`src/rtl/pcie_tx_mrd_sched.sv`:
```
// pcie_tx_mrd_sched: round-robin MRd scheduler with tag pool and NPH credit gating.
// Optional stall watchdog enabled by defining PCIE_TX_MRD_SCHED_TIMEOUT_EN.
`default_nettype none

module pcie_tx_mrd_sched #(
  parameter int C_PCIE_ADDR_WIDTH = 48,
  parameter int C_TAG_NUM         = 16,
  parameter int C_TIMEOUT_CYCLES  = 1024
) (
  input  logic                           pcie_user_clk,
  input  logic                           pcie_user_rst,
  input  logic                           mrd0_req,
  input  logic [12:2]                    mrd0_len,
  input  logic [C_PCIE_ADDR_WIDTH-1:2]   mrd0_addr,
  output logic                           mrd0_ack,
  input  logic                           mrd1_req,
  input  logic [12:2]                    mrd1_len,
  input  logic [C_PCIE_ADDR_WIDTH-1:2]   mrd1_addr,
  output logic                           mrd1_ack,
  input  logic                           mrd2_req,
  input  logic [12:2]                    mrd2_len,
  input  logic [C_PCIE_ADDR_WIDTH-1:2]   mrd2_addr,
  output logic                           mrd2_ack,
  output logic [7:0]                     mrd_ack_tag,
  output logic                           tx_mrd_req,
  output logic [7:0]                     tx_mrd_tag,
  output logic [12:2]                    tx_mrd_len,
  output logic [C_PCIE_ADDR_WIDTH-1:2]   tx_mrd_addr,
  input  logic                           tx_mrd_req_ack,
  input  logic [1:0]                     pcie_tfc_nph_av,
  input  logic                           cpl_done,
  input  logic [7:0]                     cpl_done_tag,
  output logic [5:0]                     tag_free_cnt,
  output logic                           tag_err,
  output logic                           issue_timeout
);

  typedef enum logic [1:0] {
    S_IDLE  = 2'd0,
    S_ISSUE = 2'd1,
    S_ACK   = 2'd2
  } state_t;

  state_t                         state;
  logic [C_TAG_NUM-1:0]           tag_busy;
  logic [1:0]                     rr_ptr;
  logic [1:0]                     winner;
  logic [2:0]                     ack_vec;

  logic [2:0]                     req_vec;
  logic [1:0]                     pick;
  logic                           alloc;
  logic [4:0]                     free_idx;
  logic [C_TAG_NUM-1:0]           alloc_vec;
  logic [C_TAG_NUM-1:0]           rel_vec;
  logic                           rel_valid;
  logic [12:2]                    win_len;
  logic [C_PCIE_ADDR_WIDTH-1:2]   win_addr;

  assign req_vec   = {mrd2_req, mrd1_req, mrd0_req};
  assign alloc     = (state == S_IDLE) && (|req_vec) && (tag_free_cnt != 6'd0) &&
                     (pcie_tfc_nph_av != 2'd0);
  assign rel_valid = |rel_vec;

  assign mrd0_ack = ack_vec[0];
  assign mrd1_ack = ack_vec[1];
  assign mrd2_ack = ack_vec[2];

  // Round-robin search starting at rr_ptr.
  always_comb begin
    pick = 2'd0;
    case (rr_ptr)
      2'd1: begin
        if (req_vec[1])      pick = 2'd1;
        else if (req_vec[2]) pick = 2'd2;
        else                 pick = 2'd0;
      end
      2'd2: begin
        if (req_vec[2])      pick = 2'd2;
        else if (req_vec[0]) pick = 2'd0;
        else                 pick = 2'd1;
      end
      default: begin
        if (req_vec[0])      pick = 2'd0;
        else if (req_vec[1]) pick = 2'd1;
        else                 pick = 2'd2;
      end
    endcase
  end

  always_comb begin
    win_len  = mrd0_len;
    win_addr = mrd0_addr;
    case (pick)
      2'd1: begin
        win_len  = mrd1_len;
        win_addr = mrd1_addr;
      end
      2'd2: begin
        win_len  = mrd2_len;
        win_addr = mrd2_addr;
      end
      default: begin
        win_len  = mrd0_len;
        win_addr = mrd0_addr;
      end
    endcase
  end

  // Descending scan so the lowest free index wins.
  always_comb begin
    free_idx = 5'd0;
    for (int i = C_TAG_NUM - 1; i >= 0; i--) begin
      if (!tag_busy[i]) free_idx = 5'(i);
    end
  end

  always_comb begin
    alloc_vec = '0;
    rel_vec   = '0;
    for (int i = 0; i < C_TAG_NUM; i++) begin
      alloc_vec[i] = alloc && (free_idx == 5'(i));
      rel_vec[i]   = cpl_done && (cpl_done_tag == 8'(i)) && tag_busy[i];
    end
  end

  always_ff @(posedge pcie_user_clk or posedge pcie_user_rst) begin
    if (pcie_user_rst) begin
      tag_busy     <= '0;
      tag_free_cnt <= 6'(C_TAG_NUM);
      tag_err      <= 1'b0;
    end else begin
      // An allocated tag was free, so it never collides with a released one.
      tag_busy <= (tag_busy | alloc_vec) & ~rel_vec;
      case ({alloc, rel_valid})
        2'b10:   tag_free_cnt <= tag_free_cnt - 6'd1;
        2'b01:   tag_free_cnt <= tag_free_cnt + 6'd1;
        default: tag_free_cnt <= tag_free_cnt;
      endcase
      if (cpl_done && !rel_valid) tag_err <= 1'b1;
    end
  end

  always_ff @(posedge pcie_user_clk or posedge pcie_user_rst) begin
    if (pcie_user_rst) begin
      state       <= S_IDLE;
      rr_ptr      <= 2'd0;
      winner      <= 2'd0;
      ack_vec     <= 3'd0;
      mrd_ack_tag <= 8'd0;
      tx_mrd_req  <= 1'b0;
      tx_mrd_tag  <= 8'd0;
      tx_mrd_len  <= '0;
      tx_mrd_addr <= '0;
    end else begin
      ack_vec <= 3'd0;
      case (state)
        S_IDLE: begin
          if (alloc) begin
            state       <= S_ISSUE;
            winner      <= pick;
            tx_mrd_req  <= 1'b1;
            tx_mrd_tag  <= {3'b000, free_idx};
            tx_mrd_len  <= win_len;
            tx_mrd_addr <= win_addr;
          end
        end
        S_ISSUE: begin
          if (tx_mrd_req_ack) begin
            state       <= S_ACK;
            tx_mrd_req  <= 1'b0;
            ack_vec     <= 3'b001 << winner;
            mrd_ack_tag <= tx_mrd_tag;
            rr_ptr      <= (winner == 2'd2) ? 2'd0 : winner + 2'd1;
          end
        end
        S_ACK: begin
          state <= S_IDLE;
        end
        default: begin
          state <= S_IDLE;
        end
      endcase
    end
  end

`ifdef PCIE_TX_MRD_SCHED_TIMEOUT_EN
  localparam int TW = $clog2(C_TIMEOUT_CYCLES + 1);
  logic [TW-1:0] to_cnt;

  always_ff @(posedge pcie_user_clk or posedge pcie_user_rst) begin
    if (pcie_user_rst) begin
      to_cnt        <= '0;
      issue_timeout <= 1'b0;
    end else if (state != S_ISSUE) begin
      to_cnt <= '0;
    end else begin
      if (to_cnt != TW'(C_TIMEOUT_CYCLES)) to_cnt <= to_cnt + 1'b1;
      if (to_cnt == TW'(C_TIMEOUT_CYCLES - 1)) issue_timeout <= 1'b1;
    end
  end
`else
  assign issue_timeout = 1'b0;
`endif

endmodule

`default_nettype wire
```
`config.mk`:
```
export PLATFORM = sky130hd
export DESIGN_NAME = pcie_tx_mrd_sched
export DESIGN_NICKNAME = d
export VERILOG_FILES = /design/src/rtl/pcie_tx_mrd_sched.sv
export SDC_FILE = /design/constraint.sdc
export NUM_CORES = 1
export LEC_CHECK = 0
export ABC_AREA = 1
export CORE_MARGIN = 2
export CORE_UTILIZATION = 41
export DETAILED_ROUTE_END_ITERATION = 12
export PLACE_DENSITY_LB_ADDON = 0.25
export SYNTH_ARGS = -nofsm -noshare
export SYNTH_HDL_FRONTEND = slang
export SYNTH_SLANG_ARGS = --single-unit
```
`constraint.sdc`:
```
create_clock -name pcie_user_clk -period 3.49 [get_ports pcie_user_clk]
set_clock_uncertainty 0.05 [all_clocks]
set_input_delay 0.349 -clock pcie_user_clk [delete_from_list [all_inputs] [get_ports pcie_user_clk]]
set_output_delay 0.349 -clock pcie_user_clk [all_outputs]
set_load 0.02 [all_outputs]
```
Word level (Yosys, flattened, before mapping) --
Index checks and enable logic that the tools add are counted.
Cells by class: add/subtract/negate cells 3, equal/unequal tests 40, shifts and indexed selects 1, mux-type cells 35, bitwise operators 3, reduce and logical (&&, ||, !) cells 66
Operators with widths (count):
- $pmux W46 S2 | 1
- $mux W5 | 15
- $eq A8 B4 Y1 const B | 8
- $logic_and A1 B1 Y1 | 52
- $eq A5 B4 Y1 const B | 8
- $eq A8 B3 Y1 const B | 4
- $pmux W11 S2 | 1
- $eq A5 B3 Y1 const B | 4
- $and A16 B16 Y16 | 1
- $eq A8 B2 Y1 const B | 2
- $mux W2 | 8
- $not A16 Y16 | 1
- $or A16 B16 Y16 | 1
- $reduce_or A16 Y1 | 1
- $pmux W6 S2 | 1
- $eq A5 B2 Y1 const B | 2
- $eq A2 B1 Y1 const B | 4
- $eq A2 B2 Y1 const B | 4
- $eq A8 B1 Y1 const B | 1
- $logic_not A8 Y1 | 1
- $pmux W2 S2 | 2
- $add A6 B1 Y6 const B | 1
- $mux W3 | 2
- $reduce_and A2 Y1 | 3
- other kinds (15) | 20
Word-level totals: flip-flop bits (word level) 100

Logic depth before layout (Yosys ltp) --
Gate-level depths: netlist of run 1.
word-level depth 20, depth in mapped cells 20, depth with buffers taken out 20

Worst setup path after synthesis of run 1 --
No wires, ideal clock.
path kind input port to flip-flop, start point in cpl_done_tag[7], end point reg tag_free_cnt[5], arrival time 2.735 ns, data required time 3.310 ns, slack 0.575 ns, stages 19, path buffers 0, path through nor2_1 nand2_2 nor4_1 nand3_1 nand4_1 nor2_1 nand2_1 ha_1 inv_1 ha_1 a21oi_1 inv_1 a31oi_1 nor2_1 nor2_1 nor2_1 o21ai_0 nand3_1 xnor2_1
Between the ends: cells in the longest elaborated chain, start to end 6
RTL lines:
- from (decl) | line 32 | input logic [7:0] cpl_done_tag,
- $eq A8 B1 Y1 (tied with other cells) | line 123 | rel_vec[i] = cpl_done && (cpl_done_tag == 8'(i)) && tag_busy[i];
- $logic_and A1 B1 Y1 (2 in a row) | line 123
- $reduce_or A16 Y1 * | line 63 | assign rel_valid = |rel_vec;
- $eq A2 B1 Y1 / $eq A2 B2 Y1 (equally long branches) | line 135 | case ({alloc, rel_valid})
- $pmux W6 S2 / $reduce_bool A2 Y1 (equally long branches)
- to (signal assigned) | line 136 | 2'b10: tag_free_cnt <= tag_free_cnt - 6'd1;
- to (signal assigned) | line 137 | 2'b01: tag_free_cnt <= tag_free_cnt + 6'd1;
- to (signal assigned) | line 138 | default: tag_free_cnt <= tag_free_cnt;
- to (decl) | line 33 | output logic [5:0] tag_free_cnt,
Mark *: on every way between the ends. The rest lies on a longest branch, timed or not. A chain may end at the register's enable or synchronous reset.

Worst setup path after layout of run 1 --
start point in cpl_done_tag[0], end point reg tag_free_cnt[5]
Same word-level chain as after synthesis.

==> results of run 1 <==
## state kept, by name, summed over array words and instances, names as in the netlist
| signal | flops |
|---|---|
| tag_busy | 16 |
| ack_vec | 3 |
| rr_ptr | 2 |
| tag_free_cnt | 6 |
| state | 2 |
| mrd_ack_tag | 4 |
| tx_mrd_tag | 4 |
| tx_mrd_req | 1 |
| tx_mrd_addr | 46 |
| tx_mrd_len | 11 |
| tag_err | 1 |
| winner | 2 |
## critical path: stages
cell and delay (ns):
clkdlybuf4s50_1 0.52, nor2_1 0.08, inv_1 0.09, nor3_1 0.06, buf_4 0.14, nand3_1 0.08
inv_1 0.05, nor4_1 0.26, nand2_1 0.14, ha_1 0.22, inv_1 0.11, ha_1 0.25
a21oi_1 0.15, inv_1 0.06, a31oi_2 0.16, nor2_1 0.07, nor2_1 0.08, nor2_1 0.05
o21ai_0 0.13, nand3_1 0.10, xnor2_1 0.13
## stage by stage
stage / power [mW] / cells / worst slack [ns] / instance area, um^2
5_1_grt: 8.547 / 1124 / 0.04469 / 8732
2_1_floorplan: 5.130 / 701 / 0.5306 / 5650
3_3_place_gp: 6.954 / 1108 / 0.06823 / 8446
3_5_place_dp: 7.014 / 1108 / 0.002078 / 8446
6_report: 7.971 / 1124 / 0.3968 / 8732
4_1_cts: 7.992 / 1124 / 0.3788 / 8726
## layout by cell type (no fill, tap or decap), types with 3 or more instances in the layout
master,instances
a22o_1,58
clkdlybuf4s50_1,263
nand2_1,170
conb_1,9
nand2_2,3
nor3_1,5
dfrtp_1,97
clkinv_4,3
buf_4,13
inv_1,42
nand2_4,4
o21ai_0,14
o21bai_1,4
nor3_2,3
nand4_1,12
inv_2,5
nor2_1,79
a31oi_1,58
buf_12,4
clkinv_2,3
a21oi_1,4
clkbuf_16,9
a21boi_1,5
ha_1,7
nor4_1,5
o21ai_1,5
nand3_1,31
## worst paths after layout
check,start,to,slack (ns),cells past startpoint
max in group asynchronous,pcie_user_rst,tx_mrd_len[11],2.25,3
worst max register to register,tag_busy[0],tag_free_cnt[5],0.72,16
worst min register to register,mrd_ack_tag[0],mrd_ack_tag[0],0.43,2
worst min-delay path,mrd_ack_tag[0],mrd_ack_tag[0],0.43,2
worst max-delay path,cpl_done_tag[0],tag_free_cnt[5],0.40,21
min in group asynchronous,pcie_user_rst,tag_busy[7],0.45,2
## cell families (layout without fill, tap and decap cells)
| family | after synthesis | after routing | synth area share |
|---|---|---|---|
| buffers and inverters | 101 | 348 | 0.07881 |
| AND/OR/NAND/NOR | 321 | 321 | 0.2516 |
| flip-flops | 98 | 98 | 0.4366 |
| AO/OA/AOI/OAI | 160 | 160 | 0.2057 |
| other | 1 | 9 | 0.0006672 |
| adder cells (fa/ha/maj) | 10 | 10 | 0.02360 |
| XOR/XNOR | 2 | 2 | 0.003117 |
## power by group through the flow
stage	combinational (mW)	clock, mW	sequential (mW)
after global placement	4.89	0	2.07
after CTS	4.95	0.977	2.07
after global routing	5.35	1.05	2.14
after floorplan	2.60	0	2.53
after detailed placement	4.93	0	2.08
final	4.93	0.973	2.07
## routing by layer
metal,vias up,wire length (um),GRT usage
met5,-,0,0
met3,39,1319,0.07989
met1,2675,7194,0.2982
met2,184,9319,0.4414
li1,2868,-,-
met4,0,573,0.09302
## final cells by class
cell class | count | area (um^2) | area share
sequential | 98 | 2454 | 0.2810
tap | 176 | 220.2 | 0.02522
clock buffer | 10 | 229.0 | 0.02622
timing repair buffer | 280 | 2810 | 0.3218
multi-input combinational | 502 | 2765 | 0.3167
clock inverter | 6 | 51.30 | 0.005875
inverter | 52 | 202.7 | 0.02321
==> key figures, run 1 <==
Outcome
  – Status: completed

Final layout
  – Fin util: 0.6568
  – Net count, final: 1141
  – Area grow syn2layout: 55.37%
  – Antenna fix cells: 0
  – Fill cells: 1138
  – Layout cells sized above 1: 0.07068

Global routing
  – Initial antenna violation count: 0
  – Grt ovf: 0
  – Gr usage total: 0.2559
  – Vias in the first global route: 5656
  – Largest net degree at the start of global routing: 64
  – First-pass GRT wire length: 29.01 mm

Pwr
  – Comb pwr share: 0.618
  – Cell Pwr Density: 912.9 nW/um^2
  – Net Sw Frac: 0.4714
  – Clock Power Share: 0.122
  – P_leak: 3.796 nW
  – Internal power: 4.214 mW
  – Sequential Power Share: 0.260
  – NetSw: 3.757 mW
  – Max IR drop VDD: 0.5575 mV

Clocking
  – Num CTS Buffers: 9
  – Worst-path clk slew: 0.07 ns
  – Setup bufs post-CTS: 0
  – Clk root buf: clkbuf_16
  – Clock latency on the worst-skew pair: 0.36 ns
  – CTS tree: done
  – Clock tree buffer depth: 2
  – Clk sinks: 98
  – Hold_buf cts: 0
  – Post_cts resized: 0
  – Htree depth: 3

Die
  – # rows: 42
  – Starting density of the core: 0.4227
  – Core area: 13300 um^2
  – Die Y: 121.1 um
  – IO Count: 273
  – Chip Width: 121.1 um
  – Die ar.: 14660 um^2

Place
  – Detailed Place HPWL: 13.96 mm
  – Routability cong.: 0.8971
  – Port bufs: 263

STA
  – Min Hold Slack: 0.4308 ns
  – Rel. slew slack: 0.4844
  – Crit share post-route: 0.8863
  – Min cycle time layout: 3.093 ns
  – Final hold vios: 0
  – Fmax: 0.3233 GHz
  – Final setup fails: 0
  – Worst-Margin Slew: 0.7734 ns
  – RSZ-0062 raised after global routing: no
  – Total negative slack: 0 ns
  – Final Max Slew Viols: 0

Logic synthesis
  – EDFF count, synth: 0
  – Post-synth top area cell: dfrtp_1
  – Top_reg_cell synth: dfrtp_1
  – Cell Area, Synth: 5620 um^2
  – Sequential share of the synthesized area: 0.4366
  – Post-synth top cells: nand2_1 (170), dfrtp_1 (97), nor2_1 (79)
  – Top cells by area, synth: dfrtp_1 (43%), nand2_1 (11%), a22o_1 (9.0%)
  – Count of warnings emitted by yosys: 0
  – Most frequent cell after synthesis: nand2_1
  – Area share of the largest cell type after synthesis: 0.4319
  – Post-Syn Instances: 693
  – Synth cell types: 47
  – Synthesized area per cell: 8.110 um^2
  – Ys async rst share: 1.000
  – #FFs+latches synth: 98

Setup path
  – CP startpoint kind: input port
  – CP endpoint kind: flip-flop
  – Arr. time, crit path: 3.29 ns
  – CP max FO: 4
  – CP required: 3.68 ns
  – Crit Path Class: in -> reg

Flow run
  – Max Cap Viol: 0

Drt
  – Drt via density: 5.130
  – First drt pass iteration count: 4
  – 1st-iter DRT viols: 338
  – Residual DRC: 0
  – ANT nets after route: 0
  – DR vias: 5766
  – Routed wire length: 18.41 mm
  – WL per Instance: 16.38 um

Min path
  – Worst hold path class: reg -> reg
(Power assumes the default switching activity.)
==> inputs of run 2 (changes only) <==
--- a/config.mk
+++ b/config.mk
@@ -9,6 +9,7 @@
 export CORE_MARGIN = 2
 export CORE_UTILIZATION = 41
 export DETAILED_ROUTE_END_ITERATION = 12
+export GPL_TIMING_DRIVEN = 0
 export PLACE_DENSITY_LB_ADDON = 0.25
 export SYNTH_ARGS = -nofsm -noshare
 export SYNTH_HDL_FRONTEND = slang
==> constraint.sdc (replaced) <==
create_clock -name pcie_user_clk -period 3.49 [get_ports pcie_user_clk]
set_clock_uncertainty 0.05 [all_clocks]
set_input_delay 0.349 -clock pcie_user_clk [delete_from_list [all_inputs] [get_ports pcie_user_clk]]
set_output_delay 0.349 -clock pcie_user_clk [all_outputs]
set_load 0.01 [all_outputs]
==> run 2 against run 1 <==
Die area did not move. Sequential power about the same. Via count up 3.1%. Routed wire length rose by 3.8%. Sequential cell count unchanged. Hold slack worse by 0.13 ns. Clock power is 7% higher. Critical path type unchanged. Highest routed layer unchanged.
==> key figures, run 2 (synthesis gave the netlist of run 1 again) <==
Place
  – Detailed Place HPWL: 14.75 mm (was 13.96 mm)
  – Placed cells: 1141 (was 1108)
  – Post-Place Worst Slack: -0.5385 ns (was 0.002078 ns)
  – Placed cell areas: 8533 um^2 (was 8446 um^2)
  – Routability cong.: 0.9002 (was 0.8971)
  – Port bufs: 263 (unchanged)

Final layout
  – Final Cell Area: 8929 um^2 (was 8732 um^2)
  – Commonest non-fill, non-tap cell in the layout: clkdlybuf4s50_1 (unchanged)
  – Layout cells sized above 1: 0.08248 (was 0.07068)
  – Largest Register: tx_mrd_addr (unchanged)
  – Net count, final: 1175 (was 1141)
  – Non-Filler Instances: 1158 (was 1124)
  – Fin util: 0.6716 (was 0.6568)
  – Biggest regs: tx_mrd_addr x46, tag_busy x16, tx_mrd_len x11 (unchanged)
  – Area grow syn2layout: 58.86% (was 55.37%)
  – Fill cells: 1083 (was 1138)
  – Largest register FFs: 46 (unchanged)
  – Antenna fix cells: 0 (unchanged)
  – Most frequent cells in the layout: clkdlybuf4s50_1 (261), nand2_1 (170), dfrtp_1 (97) (was clkdlybuf4s50_1 (263), nand2_1 (170), dfrtp_1 (97))

STA
  – Final Max Slew Viols: 0 (unchanged)
  – Final worst slack: 0.3031 ns (was 0.3968 ns)
  – Min cycle time layout: 3.187 ns (was 3.093 ns)
  – Final hold vios: 0 (unchanged)
  – Total negative slack: 0 ns (unchanged)
  – Final setup fails: 0 (unchanged)
  – Crit share post-route: 0.9132 (was 0.8863)
  – Min Hold Slack: 0.3028 ns (was 0.4308 ns)
  – Fmax: 0.3138 GHz (was 0.3233 GHz)

Die
  – Starting density of the core: 0.4227 (unchanged)
  – Chip Width: 121.1 um (unchanged)
  – # rows: 42 (unchanged)
  – Core area: 13300 um^2 (unchanged)
  – IO Count: 273 (unchanged)
  – Die Y: 121.1 um (unchanged)
  – Die ar.: 14660 um^2 (unchanged)

Clocking
  – Num CTS Buffers: 9 (unchanged)
  – Worst-path clk slew: 0.07 ns (about the same)
  – Clock latency on the worst-skew pair: 0.36 ns (about the same)
  – CTS tree: done (unchanged)
  – Htree depth: 3 (unchanged)
  – Clk root buf: clkbuf_16 (unchanged)
  – Clock tree buffer depth: 2 (unchanged)
  – Clk sinks: 98 (unchanged)

Setup path
  – CP max FO: 9 (was 4)
  – CP Cell Sequence: clkdlybuf4s50_1 -> nor2_2 -> nand2_4 -> nor4_4 -> nand3_2 -> nand4_1 -> nor2_1 -> nand2_1 -> ha_1 -> inv_2 -> ha_4 -> a21oi_1 -> inv_1 -> a31oi_2 -> nor2_1 -> nor2_1 -> nor2_1 -> o21ai_0 -> nand3_1 -> xnor2_1 (was clkdlybuf4s50_1 -> nor2_1 -> inv_1 -> nor3_1 -> buf_4 -> nand3_1 -> inv_1 -> nor4_1 -> nand2_1 -> ha_1 -> inv_1 -> ha_1 -> a21oi_1 -> inv_1 -> a31oi_2 -> nor2_1 -> nor2_1 -> nor2_1 -> o21ai_0 -> nand3_1 -> xnor2_1)
  – Worst reg-to-reg setup slack: 0.45 ns (was 0.72 ns)
  – CP dominant cell by count: nor2_1
  – Worst reg2reg path startpoint: tag_free_cnt[1] (was tag_busy[0])
  – Crit path largest cell delay: 0.41 ns (was 0.52 ns)
  – Critical-path top delay cell: clkdlybuf4s50_1 (unchanged)
  – CP endpoint kind: flip-flop (unchanged)
  – Reg-to-Reg End: tag_free_cnt[5] (unchanged)
  – Crit Path Class: in -> reg (unchanged)
  – R2R cell count: 17 (was 16)
  – Arr. time, crit path: 3.38 ns (was 3.29 ns)
  – CP startpoint kind: input port (unchanged)
  – CP required: 3.69 ns (was 3.68 ns)

Drt
  – First drt pass iteration count: 5 (was 4)
  – WL per Instance: 16.50 um (was 16.38 um)
  – ANT nets after route: 0 (unchanged)
  – Routed wire length: 19.10 mm (was 18.41 mm)
  – Drt via density: 5.135 (was 5.130)
  – Residual DRC: 0 (unchanged)
  – 1st-iter DRT viols: 468 (was 338)
  – DR vias: 5946 (was 5766)

Global routing
  – Initial antenna violation count: 0 (unchanged)
  – Vias in the first global route: 5871 (was 5656)
  – Grt ovf: 0 (unchanged)
  – Largest net degree at the start of global routing: 67 (was 64)
  – First-pass GRT wire length: 29.87 mm (was 29.01 mm)
  – Gr usage total: 0.2622 (was 0.2559)

Pwr
  – P_leak: 3.887 nW (was 3.796 nW)
  – Power Total: 7.789 mW (was 7.971 mW)
  – Max IR drop VDD: 0.5170 mV (was 0.5575 mV)
  – Cell Pwr Density: 872.3 nW/um^2 (was 912.9 nW/um^2)

Outcome
  – Status: completed (unchanged)

Min path
  – Worst hold path class: in -> async (was reg -> reg)

Flow run
  – Max Cap Viol: 0 (unchanged)
-- run 2: changes by cell type in the layout (fill, tap and decap cells not counted), moves of 3 or more --
| cell | previous run | this run |
|---|---|---|
| clkbuf_1 | 1 | 23 |
| buf_2 | 0 | 9 |
| buf_1 | 0 | 5 |
| buf_12 | 4 | 0 |
| clkinvlp_4 | 0 | 4 |
| nor4_1 | 5 | 2 |
-- run 2: worst max path at each step --
stage,from,depth (start not counted),end
global placement,pcie_user_rst,2,tx_mrd_addr[18]
CTS,cpl_done_tag[0],19,tag_free_cnt[5]
finish,cpl_done_tag[7],20,tag_free_cnt[5]
detailed placement,cpl_done_tag[5],20,tag_free_cnt[5]
global route,cpl_done_tag[7],20,tag_free_cnt[5]
floorplan,pcie_user_rst,1,ack_vec[0]
-- run 2: power breakdown --
part / switching (mW) / internal [mW] / total [mW]
logic: 2.65 / 2.05 / 4.70
clock network: 0.477 / 0.560 / 1.04
registers: 0.376 / 1.68 / 2.05
-- run 2: timing repair --
item | CTS | global route
pin swaps | 0 | 3
gates resized for setup | 1 | 15
cloned | 0 | 0
hold endpoints to repair | 0 | 0
setup endpoints to repair | 1 | 1
buffers inserted | 0 | 1
hold buffers | 0 | 0
-- run 2: cell type report --
class | instances | area, um^2 | area share
plain buffers | 49 | 244.0 | 0.02733
repair buffers | 265 | 2673 | 0.2993
clock inverters | 7 | 77.57 | 0.008688
flip-flops and latches | 98 | 2454 | 0.2748
well taps | 176 | 220.2 | 0.02466
inverters | 52 | 201.4 | 0.02256
multi-input cells | 502 | 2834 | 0.3174
clock buffers | 9 | 225.2 | 0.02522
-- run 2: worst max-delay path, delay by kind of cell --
| kind | cells | cell delay [ns] |
|---|---|---|
| buf+inv | 3 | 0.56 |
| fa+ha+maj | 2 | 0.43 |
| simple gates | 11 | 1.46 |
| compound gates | 3 | 0.43 |
| xor+xnor | 1 | 0.13 |
-- run 2: per-layer routing --
| layer | global-route usage | share of wire | vias up |
|---|---|---|---|
| met5 | 0 | 0 | - |
| met3 | 0.06485 | 0.069 | 45 |
| met1 | 0.3116 | 0.39 | 2737 |
| met4 | 0.1112 | 0.036 | 0 |
| met2 | 0.4505 | 0.51 | 236 |
| li1 | - | - | 2928 |
